===== src/rtl/led_run_module.sv =====
// Running-light controller: advances an LED_NUM-bit pattern on each rising edge of the
// upstream step window, with shift-left/right, ping-pong and flash modes plus pause.
module led_run_module #(
  parameter int unsigned LED_NUM = 4
) (
  input  logic               CLK,
  input  logic               RSTn,
  input  logic               Step_In,
  input  logic [1:0]         Mode_In,
  input  logic               Pause_In,
  output logic [LED_NUM-1:0] LED_Out,
  output logic               Wrap_Out
);

  localparam int unsigned W = LED_NUM;
  localparam logic [W-1:0] ALL_ONES = {W{1'b1}};
  localparam logic [W-1:0] LSB_ONLY = W'(1);
  localparam logic [1:0]   MODE_SHL   = 2'b00;
  localparam logic [1:0]   MODE_SHR   = 2'b01;
  localparam logic [1:0]   MODE_PING  = 2'b10;
  localparam logic [1:0]   MODE_FLASH = 2'b11;

  typedef enum logic [1:0] {IDLE, RUN, PAUSE} state_t;

  state_t         state, state_nxt;
  logic [W-1:0]   led_nxt;
  logic           wrap_nxt;
  logic           dir_up, dir_nxt;
  logic           step_d;
  logic           step_evt;
  logic           is_onehot;

  assign step_evt  = Step_In & ~step_d;
  assign is_onehot = (LED_Out != '0) && ((LED_Out & (LED_Out - W'(1))) == '0);

  // State, pattern, direction and edge-detect registers
  always_ff @(posedge CLK or negedge RSTn) begin
    if (!RSTn) begin
      state    <= IDLE;
      LED_Out  <= '0;
      Wrap_Out <= 1'b0;
      dir_up   <= 1'b1;
      step_d   <= 1'b0;
    end else begin
      state    <= state_nxt;
      LED_Out  <= led_nxt;
      Wrap_Out <= wrap_nxt;
      dir_up   <= dir_nxt;
      step_d   <= Step_In;
    end
  end

  // Next-state and next-pattern logic
  always_comb begin
    state_nxt = state;
    led_nxt   = LED_Out;
    wrap_nxt  = 1'b0;
    dir_nxt   = dir_up;
    unique case (state)
      IDLE: begin
        if (step_evt && !Pause_In) begin
          led_nxt   = LSB_ONLY;
          dir_nxt   = 1'b1;
          state_nxt = RUN;
        end
      end
      RUN: begin
        if (Pause_In) begin
          state_nxt = PAUSE;
        end else if (step_evt) begin
          // Shift modes restart from the LSB when the pattern is not a single lit LED
          if (Mode_In != MODE_FLASH && !is_onehot) begin
            led_nxt = LSB_ONLY;
            dir_nxt = 1'b1;
          end else begin
            unique case (Mode_In)
              MODE_SHL: begin
                led_nxt  = {LED_Out[W-2:0], LED_Out[W-1]};
                wrap_nxt = LED_Out[W-1];
              end
              MODE_SHR: begin
                led_nxt  = {LED_Out[0], LED_Out[W-1:1]};
                wrap_nxt = LED_Out[0];
              end
              MODE_PING: begin
                // Direction flips on arrival at an end, so no end position is shown twice
                if (dir_up) begin
                  if (LED_Out[W-1]) begin
                    led_nxt = LED_Out >> 1;
                    dir_nxt = 1'b0;
                  end else begin
                    led_nxt = LED_Out << 1;
                    if (LED_Out[W-2]) dir_nxt = 1'b0;
                  end
                end else begin
                  if (LED_Out[0]) begin
                    led_nxt = LED_Out << 1;
                    dir_nxt = 1'b1;
                  end else begin
                    led_nxt = LED_Out >> 1;
                    if (LED_Out[1]) begin
                      dir_nxt  = 1'b1;
                      wrap_nxt = 1'b1;
                    end
                  end
                end
              end
              default: begin
                if (LED_Out == ALL_ONES) begin
                  led_nxt  = '0;
                  wrap_nxt = 1'b1;
                end else begin
                  led_nxt = ALL_ONES;
                end
              end
            endcase
          end
        end
      end
      PAUSE: begin
        if (!Pause_In) state_nxt = RUN;
      end
      default: state_nxt = IDLE;
    endcase
  end

endmodule


===== config.mk =====
export PLATFORM = sky130hd
export DESIGN_NAME = led_run_module
export DESIGN_NICKNAME = d
export VERILOG_FILES = /design/src/rtl/led_run_module.sv
export SDC_FILE = /design/constraint.sdc
export NUM_CORES = 1
export LEC_CHECK = 0
export ABC_AREA = 1
export CORE_MARGIN = 8
export CORE_UTILIZATION = 50
export DETAILED_ROUTE_END_ITERATION = 10
export GPL_TIMING_DRIVEN = 0
export HOLD_SLACK_MARGIN = 0.05
export PLACE_DENSITY = 0.75
export SLEW_MARGIN = 0
export SYNTH_ARGS = -nofsm -noshare
export SYNTH_HDL_FRONTEND = slang
export SYNTH_SLANG_ARGS = --single-unit

===== constraint.sdc =====
create_clock -name CLK -period 1.82 [get_ports CLK]
set_input_delay 0.182 -clock CLK [delete_from_list [all_inputs] [get_ports CLK]]
set_output_delay 0.182 -clock CLK [all_outputs]
set_load 0.05 [all_outputs]

# Word level (Yosys, flattened, before mapping)
# Cells that the tools add are included.
[word_totals]
reg_bits = 9
in_bits = 6
output_inout_bits = 5
wordCells = 67
[op_classes]
addsub = 1
eq_ne = 12
n_mux = 33
n_bitwise = 3
reduce_logical = 13
[op_table]
columns = ["op", "n"]
rows = [
  ["4-bit 2-to-1 mux", 8],
  ["1-bit 2-to-1 mux", 17],
  ["2-bit != test, second input constant", 6],
  ["4-bit one-hot mux with 3 select lines", 1],
  ["4-bit one-hot mux with 2 select lines", 1],
  ["2-bit 2-to-1 mux", 3],
  ["2-bit one-hot mux with 3 select lines", 1],
  ["5-bit AND reduction", 1],
  ["4-bit AND", 1],
  ["2-bit by 1-bit equality test with 1-bit output, second input constant", 2],
  ["2-bit equality test, second input constant", 2],
  ["4-bit equality test, second input constant", 1],
  ["2-bit zero test", 2],
  ["4-bit zero test", 1],
  ["4-bit AND reduction", 1],
  ["4-bit nonzero test", 1],
  ["4-bit by 1-bit subtractor with 4-bit output, second input constant", 1],
  ["1-bit logical AND", 3],
  ["3-bit != test, second input constant", 1],
  ["1-bit one-hot mux with 3 select lines", 1],
  ["3-bit AND reduction", 1],
  ["1-bit zero test", 2],
  ["1-bit one-hot mux with 2 select lines", 1],
  ["2-bit nonzero test", 1],
  ["other kinds (2)", 2],
]

# Longest topological paths before layout
# Gate-level depths: netlist of run 1.
[depth]
word_depth = 10
mapped_depth = 10

# Worst setup path before layout of run 1
# No wires, ideal clock.
[synth_path]
path_type = "register -> register"
start = "register LED_Out[0]"
end = "register LED_Out[0]"
setup_time_ns = 0.117
t_arrival_ns = 1.362
t_required_ns = 1.703
setup_slack_ns = 0.341
path_stages_with_launch = 10
n_path_buf = 1
synth_period_minus_slack_ns = 1.479
path_cell_list = "dfrtp_1 > buf_6 > nor2_2 > inv_2 > nand2_1 > nand3_2 > nand2_4 > nand3_2 > nor2_1 > nor2_1"
[synth_via]
elab_chain_len = 10
elab_cells_between_ends = 16
cone_classes = "add/sub: 1; eq/ne: 1; mux: 8; bitwise: 1; reduce/logical: 5"
[synth_lines]
columns = ["element", "line", "source"]
rows = [
  ["start: declaration", "11", "output logic [LED_NUM-1:0] LED_Out,"],
  ["start signal: assignment", "46", "LED_Out <= led_nxt;"],
  ["4-bit by 1-bit subtractor with 4-bit output", "34", "assign is_onehot = (LED_Out != '0) && ((LED_Out & (LED_Out - W'(1))) == '0);"],
  ["4-bit AND", "34", ""],
  ["4-bit zero test", "34", ""],
  ["1-bit logical AND", "34", ""],
  ["1-bit zero test", "72", "if (Mode_In != MODE_FLASH && !is_onehot) begin"],
  ["1-bit logical AND", "72", ""],
  ["4-bit 2-to-1 mux *", "72", ""],
  ["4-bit 2-to-1 mux *", "70", "end else if (step_evt) begin"],
  ["4-bit 2-to-1 mux *", "68", "if (Pause_In) begin"],
  ["4-bit one-hot mux with 2 select lines *", "59", "unique case (state)"],
]
# Mark *: on every way between the ends. The rest lies on a longest branch, timed or not. The select of a mux whose other input is x is not followed.
# A chain may end at the register's enable or synchronous reset.

# Worst setup path after layout of run 1
[layout_path]
start = "register LED_Out[3]"
end = "output LED_Out[3]"
# No word-level cell between the ends.

==> results of run 1 <==
[registers in the layout (all words and copies together) (netlist names)]
signal and count:
dir_up 1, Wrap_Out 1, step_d 1, state 2, LED_Out 4
[cell usage after synthesis, drive strengths merged]
cell type	n	share of area (%)
a21oi	3	2.1
and2	1	1.2
buf	4	4.6
dfrtp	8	28
dfstp	1	3.7
inv	13	6.9
nand2	35	20
nand3	10	9.9
nand4	3	2.7
nor2	20	14
nor3	1	0.71
o211ai	2	2.1
o21ai	3	2.1
o22ai	1	0.89
[power breakdown]
| part | internal [mW] | switching, mW | total (mW) |
|---|---|---|---|
| registers | 0.250 | 0.0407 | 0.291 |
| logic | 0.177 | 0.336 | 0.513 |
| clock network | 0.0843 | 0.0672 | 0.152 |
[how the worst max path moves through the flow]
stage / slack (ns) / start / endpoint
after floorplan: 0.34 / LED_Out[0] / LED_Out[0]
after global placement: 0.27 / Step_In / LED_Out[1]
after detailed placement: 0.23 / Step_In / LED_Out[1]
after CTS: 0.18 / LED_Out[3] / LED_Out[3]
after global routing: 0.14 / LED_Out[3] / LED_Out[3]
final: 0.21 / LED_Out[3] / LED_Out[3]
[cell families after synthesis]
kind of cell	count (synthesis)	share of synthesized area (%)
AO/OA/AOI/OAI	9	7.27
flip-flops	9	32.1
AND/OR/NAND/NOR	70	49.1
buffers and inverters	17	11.5
[routing by layer]
layer / up-vias / track usage [%]
met5: - / 0
met4: 0 / 3.78
met3: 3 / 5.79
met2: 18 / 18.9
met1: 310 / 16.3
li1: 356 / -
[cell usage in the layout (no fill, tap or decap), drive strengths merged]
cell type / n
nand2: 35
nor2: 20
inv: 13
nand3: 10
dfrtp: 8
clkdlybuf4s50: 7
clkbuf: 4
buf: 4
nand4: 3
o21ai: 3
a21oi: 3
o211ai: 2
dlygate4sd2: 2
and2: 1
o22ai: 1
nor3: 1
dfstp: 1
[stage by stage]
stage / setup slack [ns] / cells
floorplan: 0.341 / 105
global placement: 0.268 / 129
detailed placement: 0.230 / 129
CTS: 0.183 / 133
global route: 0.143 / 133
finish: 0.207 / 133
[repair_timing]
action,in CTS,in global routing
resized for setup,2,0
buffers inserted,0,0
endpoints found under the setup margin,2,0
endpoints found under the hold margin,0,0
[cell type report]
type | instances | area share, %
clock buffers | 4 | 3.13
well taps | 15 | 2.24
flip-flops and latches | 9 | 27.0
multi-input cells | 79 | 47.5
plain buffers | 4 | 3.88
inverters | 13 | 5.82
repair buffers | 9 | 10.4
==> impl_results.md, run 1 <==
* Skew-Pair Late Insertion Delay at about 0.26 ns
* Setup violators final at 0
* Slowest CP cell: clkdlybuf4s50_1
* Max incr delay on CP at between 0.8 and 0.9 ns
* Via count at between 600 and 700
* Setup crit start kind: flop
* Placer Congestion at between 0.8 and 0.9
* Yosys cell types at 21
* CTS root buffer: clkbuf_4
* Top delay family on crit path: buffers and inverters
* Multi-input gate area at 398 µm²
* Cells after synthesis at between 100 and 150
* Top Metal Used: met4
* Final net count at 125
* Worst Setup End Kind: primary output
* Sequential cell area at 226 µm²
* Worst Path Buf+Inv at 1
* Gr usage total at 12.8%
* Clock buffer depth at 2
* Largest net degree at the start of global routing at 10
* Core Util, Final at a little under two thirds
* Tmin final at 1.61 ns
* Crit-path max FO at 2
* Starting density of the core at a little over half
* Overflow after GRT at 0
* Fill cells at 120
* Status: completed
* Max-slew violations at 0
* Initial DRC Count at 21
* Die area at 0.00287 mm²
* CTS tree: built
* Worst Skew at approximately 0.00020 ns
* Max VDD drop at approximately 0.62 mV
* Worst-Margin Slew at approximately 0.50 ns
* Final HPWL DP at about 1.2 mm
* CP Data Arrival Time at 1.43 ns
* Max_slew headroom at approximately two thirds
* Vias in the first global route at about 630
* Worst r2r src: LED_Out[1]
* Worst path depth at 1
* Total negative slack at 0 ns
* R2R depth at 8
* Synthesized flop and latch total at 9
* Reg2reg setup slack at ~0.5 ns
* First-pass GRT wire length at between 2 and 3 mm
* CTS buffer count at 3
* Core box area at about 0.0013 mm²
* Leak pwr at between 0.4 and 0.5 nW
* Yosys warns at 0
* Initial antenna violation count at 0
* M1 wire length at approximately 730 µm
* Syn Nets at ~110
* Clk slew on worst S/H paths at approximately 0.050 ns
* Post-Syn Area at between 700 and 800 µm²
* Die Wd at about 54 µm
* Max Freq at roughly 620 MHz
* Routed Antenna Nets at 0
* Reg2Reg Capture Point: LED_Out[0]
* WL/cell at between 10 and 15 µm
* First-pass detailed-route iteration total at 4
* H-tree depth at 1
* Max-cap viol count at 0
* IO buf count at 9
* CTS Sinks at 9
* Final Hold Viols at 0
* CTS Hold Buffers Added at 0
* HP Class: input port to asynchronous set/reset pin
* # rows at 13
* Pwr Density at roughly 1100 mW/mm²
* CP Class: flop to primary output
* I/O Pins at 11
* Area after DPL at 815 µm²
* Layout cells sized above 1 at a little over a fifth
* Met2 wire len at ~720 µm
* Final Power at 0.955 mW
* P&R area growth vs syn at 18.8%
* Layout Cell Area excl Fill at around 840 µm²
* Detail Route met3 WL at 106 µm
* WHS at 0.211 ns
* Via-per-instance ratio at roughly 5.2
* Diode count at 0
* Critical path required time at around 1.6 ns
* RSZ-0062 raised after global routing: false
* Cell Chain, Critical Path: clkdlybuf4s50_1
* # DRC at 0
* Die Y at ~54 µm
* Routed WL at about 1.6 mm
* Post-synthesis sequential area ratio at roughly 32%
* Fin crit share at between 80% and 90%
* Syn avg cell area at just under 7 µm²
Power figures use the tool's default switching activity.
==> inputs of run 2 (changes only) <==
Settings changed: CORE_UTILIZATION 50 to 25, PLACE_DENSITY 0.75 to unset.
==> impl_results.md, run 2 (synthesis gave the netlist of run 1 again) <==
* Largest net degree at the start of global routing at 10 (unchanged)
* CTS Hold Buffers Added at 0 (unchanged)
* Max-slew violations at 0 (unchanged)
* First-pass detailed-route iteration total at 4 (unchanged)
* DP Cell Count at 145 (+12%)
* Via count at 688 (+0.15%)
* Initial antenna violation count at 0 (unchanged)
* Via-per-instance ratio at 4.62 (-11%)
* Core box area at 0.00271 mm² (+110%)
* IO buf count at 9 (unchanged)
* Crit-path max FO at 8 (+6)
* Status: completed
* Max VDD drop at 0.740 mV (+20%)
* Total negative slack at 0 ns (unchanged)
* RSZ-0062 raised after global routing: false
* Worst Setup End Kind: primary output
* Most flops, register: LED_Out
* CP Data Arrival Time at 1.59 ns (+0.16 ns)
* Pwr Density at 1110 mW/mm² (-2.7%)
* Overflow after GRT at 0 (unchanged)
* Max-cap viol count at 0 (unchanged)
* CTS tree: built
* Max_slew headroom at 66.9% (+0.29 points)
* First-pass GRT wire length at 2.93 mm (+7.3%)
* Cell Chain, Critical Path: clkdlybuf4s50_1
* Final net count at 125 (unchanged)
* Die area at 0.00478 mm² (+67%)
* Final Hold Viols at 0 (unchanged)
* Post-CTS Setup Bufs at 0 (unchanged)
* Placer Congestion at 0.838 (-1.9%)
* Resize count post-CTS at 1 (-1)
* Die Y at 69.1 µm (+29%)
* Setup violators final at 0 (unchanged)
* Core Util, Final at 31.7% (-32 points)
* Gr usage total at 7.05% (-5.7 points)
* R2R depth at 7 (-1)
* Max incr delay on CP at 0.85 ns (+0.04 ns)
* Clk slew on worst S/H paths at 0.06 ns (about the same)
* Worst-Margin Slew at 0.496 ns (-0.00437 ns)
* Clock buffer depth at 2 (unchanged)
* Layout cells sized above 1 at 21.2% (unchanged)
* WL/cell at 10.7 µm (-9.4%)
* H-tree depth at 1 (unchanged)
* Reg2reg setup slack at 0.49 ns (about the same)
* Final HPWL DP at 1.27 mm (+2.0%)
* I/O Pins at 11 (unchanged)
* CP Class: flop to primary output
* Worst Skew at 0.00208 ns (+0.00188 ns)
* Setup crit start kind: flop
* HP Class: input port to asynchronous set/reset pin
* Starting density of the core at 26.0% (-28 points)
* Top delay family on crit path: buffers and inverters
* Final Power at 0.953 mW (-0.28%)
* Routed WL at 1.60 mm (+1.5%)
* Commonest cells after routing, fill and taps aside: 32 x nand2_1, 14 x nor2_1, 10 x inv_1
* # DRC at 0 (unchanged)
* Slowest CP cell: clkdlybuf4s50_1
* Fin crit share at 97.1% (+8.5 points)
* # rows at 19 (+6)
* CTS root buffer: clkbuf_4
* Routed Antenna Nets at 0 (unchanged)
* Most common cell after layout, fill and taps aside: nand2_1
* Die Wd at 69.1 µm (+29%)
* Top flop regs: LED_Out x4, state x2
* Largest register FFs at 4 (unchanged)
* Max Freq at 566 MHz (-8.8%)
* Initial DRC Count at 14 (-33%)
* Leak pwr at 0.408 nW (-1.0%)
* Tmin final at 1.77 ns (+0.155 ns)
* CTS buffer count at 3 (unchanged)
* Skew-Pair Late Insertion Delay at 0.25 ns (about the same)
* Critical path required time at 1.64 ns (about the same)
* Diode count at 0 (unchanged)
* Finished Layout Cells at 149 (+12%)
* P&R area growth vs syn at 21.8%
* Worst r2r src: dir_up
* CTS Sinks at 9 (unchanged)
* Vias in the first global route at 715 (+14%)
* Reg2Reg Capture Point: LED_Out[0]
* WHS at 0.217 ns (+0.00668 ns)
* Worst Path Buf+Inv at 1 (unchanged)
[run 2: cell types whose count changed in the layout (fill, tap and decap cells not counted), sizes merged]
cell,before,now
dlygate4sd2,2,1
clkdlybuf4s50,7,8
[run 2: layout make-up]
cell class | count | area (µm²)
inverter | 13 | 48.8
fill | 326 | 1850
tap | 31 | 38.8
buffer | 4 | 32.5
timing repair buffer | 9 | 88.8
sequential | 9 | 226
clock buffer | 4 | 26.3
multi-input combinational | 79 | 398
[run 2: metrics by stage]
step	instance area [µm²]	setup slack, ns
final	860	0.0520
after global routing	860	0.000765
after CTS	860	0.0295
after detailed placement	835	0.233
after global placement	835	0.255
after floorplan	706	0.341
[run 2: per-layer routing]
layer  up-vias  global-route usage (%)  part of all wire [%]  routed length [µm]
met4         0                    2.05                     0                   0
met1       312                    7.00                    42                 671
met5         -                       0                     0                   0
met3         0                    3.00                   5.6                  90
li1        357                       -                     -                   -
met2        19                    12.9                    52                 837
[run 2: power breakdown]
| group | switching, mW | internal [mW] | total (mW) |
|---|---|---|---|
| clock | 0.0621 | 0.0840 | 0.146 |
| combinational | 0.336 | 0.181 | 0.517 |
| sequential | 0.0392 | 0.250 | 0.290 |
[run 2: worst max path at each step]
| stage | start | to | depth (start not counted) |
|---|---|---|---|
| floorplan | LED_Out[0] | LED_Out[0] | 9 |
| global placement | Step_In | LED_Out[3] | 8 |
| detailed placement | Step_In | LED_Out[1] | 8 |
| CTS | LED_Out[1] | LED_Out[1] | 1 |
| global route | LED_Out[1] | LED_Out[1] | 1 |
| finish | LED_Out[1] | LED_Out[1] | 1 |
